File: config.mk
export PLATFORM = sky130hd
export DESIGN_NAME = mxrv_csr_ctrl_flat
export DESIGN_NICKNAME = d
export VERILOG_FILES = /design/src/rtl/mxrv_csr_ctrl_if.sv /design/src/rtl/mxrv_csr_ctrl.sv /design/src/flat_wrapper.sv
export SDC_FILE = /design/constraint.sdc
export NUM_CORES = 1
export LEC_CHECK = 0
export CAP_MARGIN = 20
export CELL_PAD_IN_SITES_DETAIL_PLACEMENT = 0
export CELL_PAD_IN_SITES_GLOBAL_PLACEMENT = 2
export CORE_UTILIZATION = 28
export DETAILED_ROUTE_END_ITERATION = 16
export HOLD_SLACK_MARGIN = 0.05
export PLACE_DENSITY_LB_ADDON = 0.1
export SLEW_MARGIN = 15
export SYNTH_ARGS = -nofsm -noshare
export SYNTH_HDL_FRONTEND = slang
export SYNTH_SLANG_ARGS = --single-unit
File: constraint.sdc
create_clock -name clk -period 3.62 [get_ports clk]
set_input_delay 0.724 -clock clk [delete_from_list [all_inputs] [get_ports clk]]
set_output_delay 0.724 -clock clk [all_outputs]
set_load 0.02 [all_outputs]
File: src/rtl/mxrv_csr_ctrl_if.sv
// Signal bundle between the CSR access controller, the execute stage that feeds it
// and the CSR register file it drives. The "master" modport is the controller's view.
interface mxrv_csr_ctrl_if #(
    parameter int XLEN       = 32,
    parameter int CSR_ADDR_W = 12
);
    // Handshake: an instruction transfers on a clk edge where req_valid_i && req_ready_o;
    // the requester holds req_valid_i and its payload stable until that edge.
    logic                  req_valid_i;
    logic                  req_ready_o;
    logic [31:0]           inst_i;
    logic [XLEN-1:0]       rs1_data_i;
    logic [CSR_ADDR_W-1:0] csr_addr_o;
    logic                  csr_we_o;
    logic [XLEN-1:0]       csr_wdata_o;
    logic [XLEN-1:0]       csr_rdata_i;
    logic                  rd_we_o;
    logic [4:0]            rd_addr_o;
    logic [XLEN-1:0]       rd_wdata_o;
    logic                  done_o;
    logic                  illegal_o;

    modport master (
        input  req_valid_i, inst_i, rs1_data_i, csr_rdata_i,
        output req_ready_o, csr_addr_o, csr_we_o, csr_wdata_o,
               rd_we_o, rd_addr_o, rd_wdata_o, done_o, illegal_o
    );

    modport slave (
        output req_valid_i, inst_i, rs1_data_i, csr_rdata_i,
        input  req_ready_o, csr_addr_o, csr_we_o, csr_wdata_o,
               rd_we_o, rd_addr_o, rd_wdata_o, done_o, illegal_o
    );
endinterface

File: src/rtl/mxrv_csr_ctrl.sv
// CSR read-modify-write sequencer: accepts one CSRRx instruction, reads the CSR,
// optionally writes the merged value back and returns the old value to rd.
module mxrv_csr_ctrl #(
    parameter int XLEN       = 32,
    parameter int CSR_ADDR_W = 12,
    parameter bit RO_CHECK   = 1'b1
) (
    input  logic              clk,
    input  logic              rst,
    mxrv_csr_ctrl_if.master   bus,
    output logic [2:0]        state_dbg
);

    typedef enum logic [2:0] {
        IDLE = 3'd0,
        RD   = 3'd1,
        CAP  = 3'd2,
        WR   = 3'd3,
        RESP = 3'd4
    } state_t;

    state_t state_q, state_d;

    logic            live_q;
    logic [4:0]      rd_q;
    logic [11:0]     csr_q;
    logic [1:0]      op_q;
    logic [XLEN-1:0] src_q;
    logic            wr_en_q;
    logic            illegal_q;
    logic [XLEN-1:0] old_q;
    logic [XLEN-1:0] new_q;

    logic            accept;
    logic [2:0]      funct3;
    logic            legal_op;
    logic            dec_wr_en;
    logic            dec_illegal;
    logic [XLEN-1:0] dec_src;
    logic [XLEN-1:0] new_val;

    assign funct3      = bus.inst_i[14:12];
    assign legal_op    = (bus.inst_i[6:0] == 7'b1110011) && (funct3[1:0] != 2'b00);
    assign dec_src     = funct3[2] ? {{(XLEN-5){1'b0}}, bus.inst_i[19:15]} : bus.rs1_data_i;
    // Set/clear forms with a zero source field are pure reads and never write.
    assign dec_wr_en   = (funct3[1:0] == 2'b01) || (bus.inst_i[19:15] != 5'd0);
    assign dec_illegal = !legal_op ||
                         (RO_CHECK && dec_wr_en && (bus.inst_i[31:30] == 2'b11));

    always_comb begin
        new_val = '0;
        case (op_q)
            2'b01:   new_val = src_q;
            2'b10:   new_val = bus.csr_rdata_i | src_q;
            default: new_val = bus.csr_rdata_i & ~src_q;
        endcase
    end

    always_ff @(posedge clk) begin
        if (rst) begin
            state_q <= IDLE;
        end else begin
            state_q <= state_d;
        end
    end

    // live_q keeps ready low through the reset cycle itself and for the edge that samples rst low.
    always_ff @(posedge clk) begin
        if (rst) begin
            live_q    <= 1'b0;
            rd_q      <= '0;
            csr_q     <= '0;
            op_q      <= '0;
            src_q     <= '0;
            wr_en_q   <= 1'b0;
            illegal_q <= 1'b0;
            old_q     <= '0;
            new_q     <= '0;
        end else begin
            live_q <= 1'b1;
            if (accept) begin
                rd_q      <= bus.inst_i[11:7];
                csr_q     <= bus.inst_i[31:20];
                op_q      <= funct3[1:0];
                src_q     <= dec_src;
                wr_en_q   <= dec_wr_en;
                illegal_q <= dec_illegal;
                old_q     <= '0;
                new_q     <= '0;
            end
            if (state_q == CAP) begin
                old_q <= bus.csr_rdata_i;
                new_q <= new_val;
            end
        end
    end

    assign accept = (state_q == IDLE) && live_q && bus.req_valid_i;

    always_comb begin
        state_d         = state_q;
        bus.req_ready_o = 1'b0;
        bus.csr_addr_o  = '0;
        bus.csr_we_o    = 1'b0;
        bus.csr_wdata_o = '0;
        bus.rd_we_o     = 1'b0;
        bus.rd_addr_o   = '0;
        bus.rd_wdata_o  = '0;
        bus.done_o      = 1'b0;
        bus.illegal_o   = 1'b0;
        case (state_q)
            IDLE: begin
                bus.req_ready_o = live_q;
                if (accept) begin
                    state_d = dec_illegal ? RESP : RD;
                end
            end
            RD: begin
                bus.csr_addr_o = CSR_ADDR_W'(csr_q);
                state_d        = CAP;
            end
            CAP: begin
                bus.csr_addr_o = CSR_ADDR_W'(csr_q);
                state_d        = wr_en_q ? WR : RESP;
            end
            WR: begin
                bus.csr_addr_o  = CSR_ADDR_W'(csr_q);
                bus.csr_we_o    = 1'b1;
                bus.csr_wdata_o = new_q;
                state_d         = RESP;
            end
            RESP: begin
                bus.done_o     = 1'b1;
                bus.rd_we_o    = (rd_q != 5'd0) && !illegal_q;
                bus.rd_addr_o  = rd_q;
                bus.rd_wdata_o = old_q;
                bus.illegal_o  = illegal_q;
                state_d        = IDLE;
            end
            default: state_d = IDLE;
        endcase
    end

    assign state_dbg = state_q;

endmodule
File: src/flat_wrapper.sv
// flat-port wrapper written by rule: the top's interface ports become plain ports
module mxrv_csr_ctrl_flat 
#(
    parameter int XLEN       = 32,
    parameter int CSR_ADDR_W = 12,
    parameter bit RO_CHECK   = 1'b1
)
  (clk, rst, state_dbg, bus_req_valid_i, bus_inst_i, bus_rs1_data_i, bus_csr_rdata_i, bus_req_ready_o, bus_csr_addr_o, bus_csr_we_o, bus_csr_wdata_o, bus_rd_we_o, bus_rd_addr_o, bus_rd_wdata_o, bus_done_o, bus_illegal_o);
  mxrv_csr_ctrl_if #(.XLEN(XLEN), .CSR_ADDR_W(CSR_ADDR_W)) bus_i ();
  input  logic clk;
  input  logic rst;
  output logic [2:0] state_dbg;
  input wire logic [$bits(bus_i.req_valid_i)-1:0] bus_req_valid_i;
  input wire logic [$bits(bus_i.inst_i)-1:0] bus_inst_i;
  input wire logic [$bits(bus_i.rs1_data_i)-1:0] bus_rs1_data_i;
  input wire logic [$bits(bus_i.csr_rdata_i)-1:0] bus_csr_rdata_i;
  output wire logic [$bits(bus_i.req_ready_o)-1:0] bus_req_ready_o;
  output wire logic [$bits(bus_i.csr_addr_o)-1:0] bus_csr_addr_o;
  output wire logic [$bits(bus_i.csr_we_o)-1:0] bus_csr_we_o;
  output wire logic [$bits(bus_i.csr_wdata_o)-1:0] bus_csr_wdata_o;
  output wire logic [$bits(bus_i.rd_we_o)-1:0] bus_rd_we_o;
  output wire logic [$bits(bus_i.rd_addr_o)-1:0] bus_rd_addr_o;
  output wire logic [$bits(bus_i.rd_wdata_o)-1:0] bus_rd_wdata_o;
  output wire logic [$bits(bus_i.done_o)-1:0] bus_done_o;
  output wire logic [$bits(bus_i.illegal_o)-1:0] bus_illegal_o;
  assign bus_i.req_valid_i = bus_req_valid_i;
  assign bus_i.inst_i = bus_inst_i;
  assign bus_i.rs1_data_i = bus_rs1_data_i;
  assign bus_i.csr_rdata_i = bus_csr_rdata_i;
  assign bus_req_ready_o = bus_i.req_ready_o;
  assign bus_csr_addr_o = bus_i.csr_addr_o;
  assign bus_csr_we_o = bus_i.csr_we_o;
  assign bus_csr_wdata_o = bus_i.csr_wdata_o;
  assign bus_rd_we_o = bus_i.rd_we_o;
  assign bus_rd_addr_o = bus_i.rd_addr_o;
  assign bus_rd_wdata_o = bus_i.rd_wdata_o;
  assign bus_done_o = bus_i.done_o;
  assign bus_illegal_o = bus_i.illegal_o;
  mxrv_csr_ctrl #(.XLEN(XLEN), .CSR_ADDR_W(CSR_ADDR_W), .RO_CHECK(RO_CHECK)) u_core (.clk(clk), .rst(rst), .bus(bus_i), .state_dbg(state_dbg));
endmodule
---- Word-level counts from Yosys, hierarchy flattened ----
Index checks and enable logic that the tools add are counted.
Widths: inputs -> output; s select.
cells by class
  equal/unequal tests ..................... 10
  muxes and demuxes ....................... 19
  bitwise gates (word level) .............. 3
  reduce and logical (&&, ||, !) cells .... 15
operators with widths
  cell                count
  $mux 32             6
  $pmux 32 s2         1
  $and 32x32->32      1
  $not 32->32         1
  $or 32x32->32       1
  $mux 12             1
  $pmux 3 s4          1
  $reduce_bool 5->1   2
  $mux 3              3
  $eq 7x7->1 const B  1
  $eq 3x2->1 const B  2
  $mux 1              6
  $logic_and 1x1->1   5
  $mux 5              1
  $eq 2x1->1 const B  2
  $eq 2x2->1 const B  2
  $reduce_bool 2->1   2
  $eq 3x1->1 const B  1
  $eq 3x3->1 const B  1
  $logic_not 3->1     1
  $reduce_or 3->1     1
  $logic_not 1->1     2
  $logic_or 1x1->1    2
  $ne 2x1->1 const B  1
word-level totals
  flip-flop bits (word level) ............. 121
  bits of input ports ..................... 99
  output and inout port bits .............. 89
  logic and storage cells ................. 57

---- Logic depth before layout (Yosys ltp) ----
  depth in word-level cells ............... 7
  mapped depth ............................ 7
  depth with buffers taken out ............ 6

---- Least setup slack after synthesis ----
No wires, ideal clock.
  path type ............................... register -> output
  start point ............................. register u_core.state_q[1] (netlist: u_core.state_dbg[1])
  end point ............................... output port bus_rd_we_o
  data arrival time ....................... 1767 ps
  required time ........................... 2896 ps
  setup slack ............................. 1129 ps
  stages on the path, launching flop included .. 6
  buffers on the path ..................... 2
  path through ............................ dfxtp_1 buf_4 nor2_1 clkbuf_1 and2_1 nor3b_1
between the ends
  cells in the longest elaborated chain, start to end .. 2
ends and longest elaborated chain
  item                      RTL line              text
  start: declaration        mxrv_csr_ctrl.sv:22   state_t state_q, state_d;
  start signal: assignment  mxrv_csr_ctrl.sv:63   state_q <= state_d;
  $eq 3x3->1                mxrv_csr_ctrl.sv:111  case (state_q)
  $mux 1                    mxrv_csr_ctrl.sv:111
  end: declaration          flat_wrapper.sv:21    output wire logic [$bits(bus_i.rd_we_o)-1:0] bus_rd_we_o;
Every way passes these cells.

---- Worst setup path in the final report ----
  start point ............................. register u_core.state_q[0] (netlist: u_core.state_dbg[0])
  end point ............................... output port bus_csr_wdata_o[1]
between the ends
  cells in the longest elaborated chain, start to end .. 2
ends and longest elaborated chain
  item              RTL line              text
  $eq 3x2->1        mxrv_csr_ctrl.sv:111
  $mux 32           mxrv_csr_ctrl.sv:111
  end: declaration  flat_wrapper.sv:20    output wire logic [$bits(bus_i.csr_wdata_o)-1:0] bus_csr_wdata_o;
Every way passes these cells.

==> out/qor.txt <==
Status -> finished, final reports clean
Relative slew slack -> 37.33%
Period utilization -> 91.81%
Post-CTS Resized -> 0
Area Growth Syn to Fin -> 45.39%
Flop pwr share -> 39.2%
Worst slew pin tran -> 0.9375 ns
# setup viols final -> 0
Starting Density -> 28.51%
Initial antenna violation count -> 0
Switching part of the total -> 22.70%
# DRC -> 0
Number of flops mapped to enable cells by yosys -> 0
Setup Buffers After CTS -> 0
Synth area leader -> dfxtp_1
CTS tree -> done
Vias -> 5458
Reg2Reg Setup Slack -> 1.27 ns
Final Hold Viols -> 0
Synthesized flop and latch total -> 121
Drt wl/cell -> 17.49 um
Met2 WL -> 9.381 mm
Met1 wire length -> 8.889 mm
Net Sw Power -> 0.0007974 W
Max Slew Vio Count -> 0
Pre-antenna DRT Iters -> 4
Sequential share of the synthesized area -> 42.12%
Worst-case clock skew -> 0.009082 ns
Vias per cell -> 4.856
Top cells by count, synth -> dfxtp_1, nand2_1, nor2_1
Max cap viols -> 0
First-pass GRT wire length -> 31.08 mm
Static Leak -> 3.099 nW
Worst path slowest cell -> clkdlybuf4s50_1
Syn avg cell area -> 8.310 um2
Worst skew pair latency -> 0.42 ns
Largest net degree at the start of global routing -> 83
Number of global-route vias before repair -> 5542
Uppermost layer routed -> met4
Power density cells -> 420.1 nW/um2
TritonCTS Buffers -> 17
Clock Path Buffers -> 2
Placer congestion estimate -> 0.7464
IO buf count -> 187
Top FF cell, synth -> dfxtp_1
Period minus WS final -> 3.324 ns
# fillers -> 2057
Number of top-level pins -> 188
Synth top area cells -> dfxtp_1, nand2_1, mux2i_1
Ys async rst share -> 0%
Share of cells above drive strength 1 -> 7.143%
Fin nets -> 943
Worst EP arrival -> 2.60 ns
Core Box Area -> 20170 um2
Unrepaired setup endpoints after global routing -> false
Grt total ovfl -> 0
Most numerous cell in the Yosys netlist -> dfxtp_1
Kind of critical path -> flop to output port
Routed WL -> 19.66 mm
CTS H-tree depth -> 4
Die X-Extent -> 145.3 um
Yosys warnings -> 0
Yosys top cell area share -> 42.12%
Die ar. -> 21120 um2
Setup tns final -> 0 ns
CTS Hold Bufs -> 0
Worst endpoint required time -> 2.90 ns
Place WS -> 0.6963 ns
Buf+Inv Stages, Crit Path -> 1
Clock share of power -> 51.2%
Iteration-0 DRC Markers -> 226
DP HPWL -> 12.46 mm
Die Height -> 145.3 um
Crit-path leading delay family -> simple AND/OR/NAND/NOR gates
Final setup margin -> 0.2965 ns
Critical path startpoint category -> flop
Crit-path cells -> nand2_1 > nor2_4 > and2_1 > clkdlybuf4s50_1
Total Routing Usage GR -> 18.87%
Slowest Stage Delay on Critical Path -> 0.61 ns
Synthesized instance count -> 692
Worst setup EP type -> output port
Max VDD drop -> 332.5 uV
Final ANT Viol Nets -> 0
Post-Syn Nets -> 793
Clock slew at reported path FFs -> 0.05 ns
Met3 wire length -> 1.212 mm
CTS sink count -> 121
Layout Cells excl Fill -> 1124
Clock Root Buffer -> clkbuf_16
P_int -> 0.002715 W
Hold WC Path Type -> flop to flop
Netlist Area Pre-Place -> 5751 um2
Fmax -> 0.3009 GHz
Logic pwr share -> 9.6%
Max Fanout on Critical Path -> 33
Row count -> 52
DP Cell Count -> 1093
# diodes -> 0
Number of library cell types mapped by synthesis -> 32
[path summary, 6_finish.rpt]
path                                          start            endpoint  cells past startpoint
worst min register to register      u_core.csr_q[6]     u_core.csr_q[6]                      2
worst max register to register  u_core.state_dbg[2]    u_core.old_q[18]                      5
worst min-delay path                u_core.csr_q[6]     u_core.csr_q[6]                      2
worst max-delay path            u_core.state_dbg[0]  bus_csr_wdata_o[1]                      4
[layout by cell type, fill, tap and decap left out, drive strengths merged]
master	Yosys	layout
clkdlybuf4s50	0	186
dfxtp	121	121
nand2	102	102
nor2	77	77
a21oi	48	48
and2	46	46
and3	38	38
mux2i	37	37
o21ai	34	34
a22oi	32	32
a2bb2oi	32	32
nand3b	27	27
clkbuf	41	24
buf	28	14
a211oi	6	6
inv	4	4
nor3	4	4
clkinv	0	3
bufinv	0	3
or4	2	2
ha	2	2
nor3b	2	2
nor4b	1	1
mux2	1	1
nor2b	1	1
nand4	1	1
o2111a	1	1
a32o	1	1
o21bai	1	1
or3b	1	1
o32ai	1	1
clkinvlp	0	1
[layout make-up]
| cell class | instances | area [um2] | area share, % |
|---|---|---|---|
| Clock inverter | 7 | 112.6 | 1.347 |
| Clock buffer | 24 | 511.7 | 6.121 |
| Timing Repair Buffer | 200 | 1967 | 23.53 |
| Sequential cell | 121 | 2424 | 28.99 |
| Inverter | 4 | 15.01 | 0.1796 |
| Tap cell | 270 | 337.8 | 4.041 |
| Multi-Input combinational cell | 498 | 2993 | 35.80 |
[power groups by stage]
stage | clock network, W | logic (W) | registers (W)
after global placement | 0 | 0.000339 | 0.00141
after floorplan | 0 | 0.000170 | 0.00140
after global routing | 0.00190 | 0.000367 | 0.00138
after detailed placement | 0 | 0.000342 | 0.00141
final | 0.00180 | 0.000338 | 0.00138
after CTS | 0.00184 | 0.000343 | 0.00138
[per-layer routing]
layer,vias up,GRT usage (%)
met5,-,0
met4,0,4.842
met3,13,5.786
met2,162,31.32
met1,2597,23.70
li1,2686,-
[logic make-up (layout without fill, tap and decap cells)]
logic type / after synthesis / count (layout) / synth area share, %
multiplexers: 38 / 38 / 6.636
adder cells (fa/ha/maj): 2 / 2 / 0.4351
AO/OA/AOI/OAI: 156 / 156 / 18.15
AND/OR/NAND/NOR: 302 / 302 / 26.02
flip-flops: 121 / 121 / 42.12
buffers and inverters: 73 / 235 / 6.636
[stage by stage]
step / utilization (%) / instance area (um2) / hold WS (ns) / power, W
after floorplan: - / 5751 / 0.4317 / 0.001569
after global placement: 38.36 / 7736 / 0.4381 / 0.001744
after detailed placement: 38.36 / 7736 / 0.4433 / 0.001747
after CTS: 41.45 / 8361 / 0.4512 / 0.003555
after global routing: 41.45 / 8361 / 0.4734 / 0.003650
final: 41.45 / 8361 / 0.4489 / 0.003513
[worst register-to-register path, stage by stage (launching register included)]
cell and delay, ns:
dfxtp_2 0.45, nor4b_4 0.49, and2_4 0.63, buf_4 0.35, a2bb2oi_1 0.22, nor2_1 0.06
[registers in the layout, summed over array words and instances (netlist names), 2 cells and up]
signal / flops
u_core.csr_q: 12
u_core.src_q: 32
u_core.new_q: 32
u_core.state_dbg: 3
u_core.rd_q: 5
u_core.old_q: 32
u_core.op_q: 2
Power figures use the tool's default switching activity.
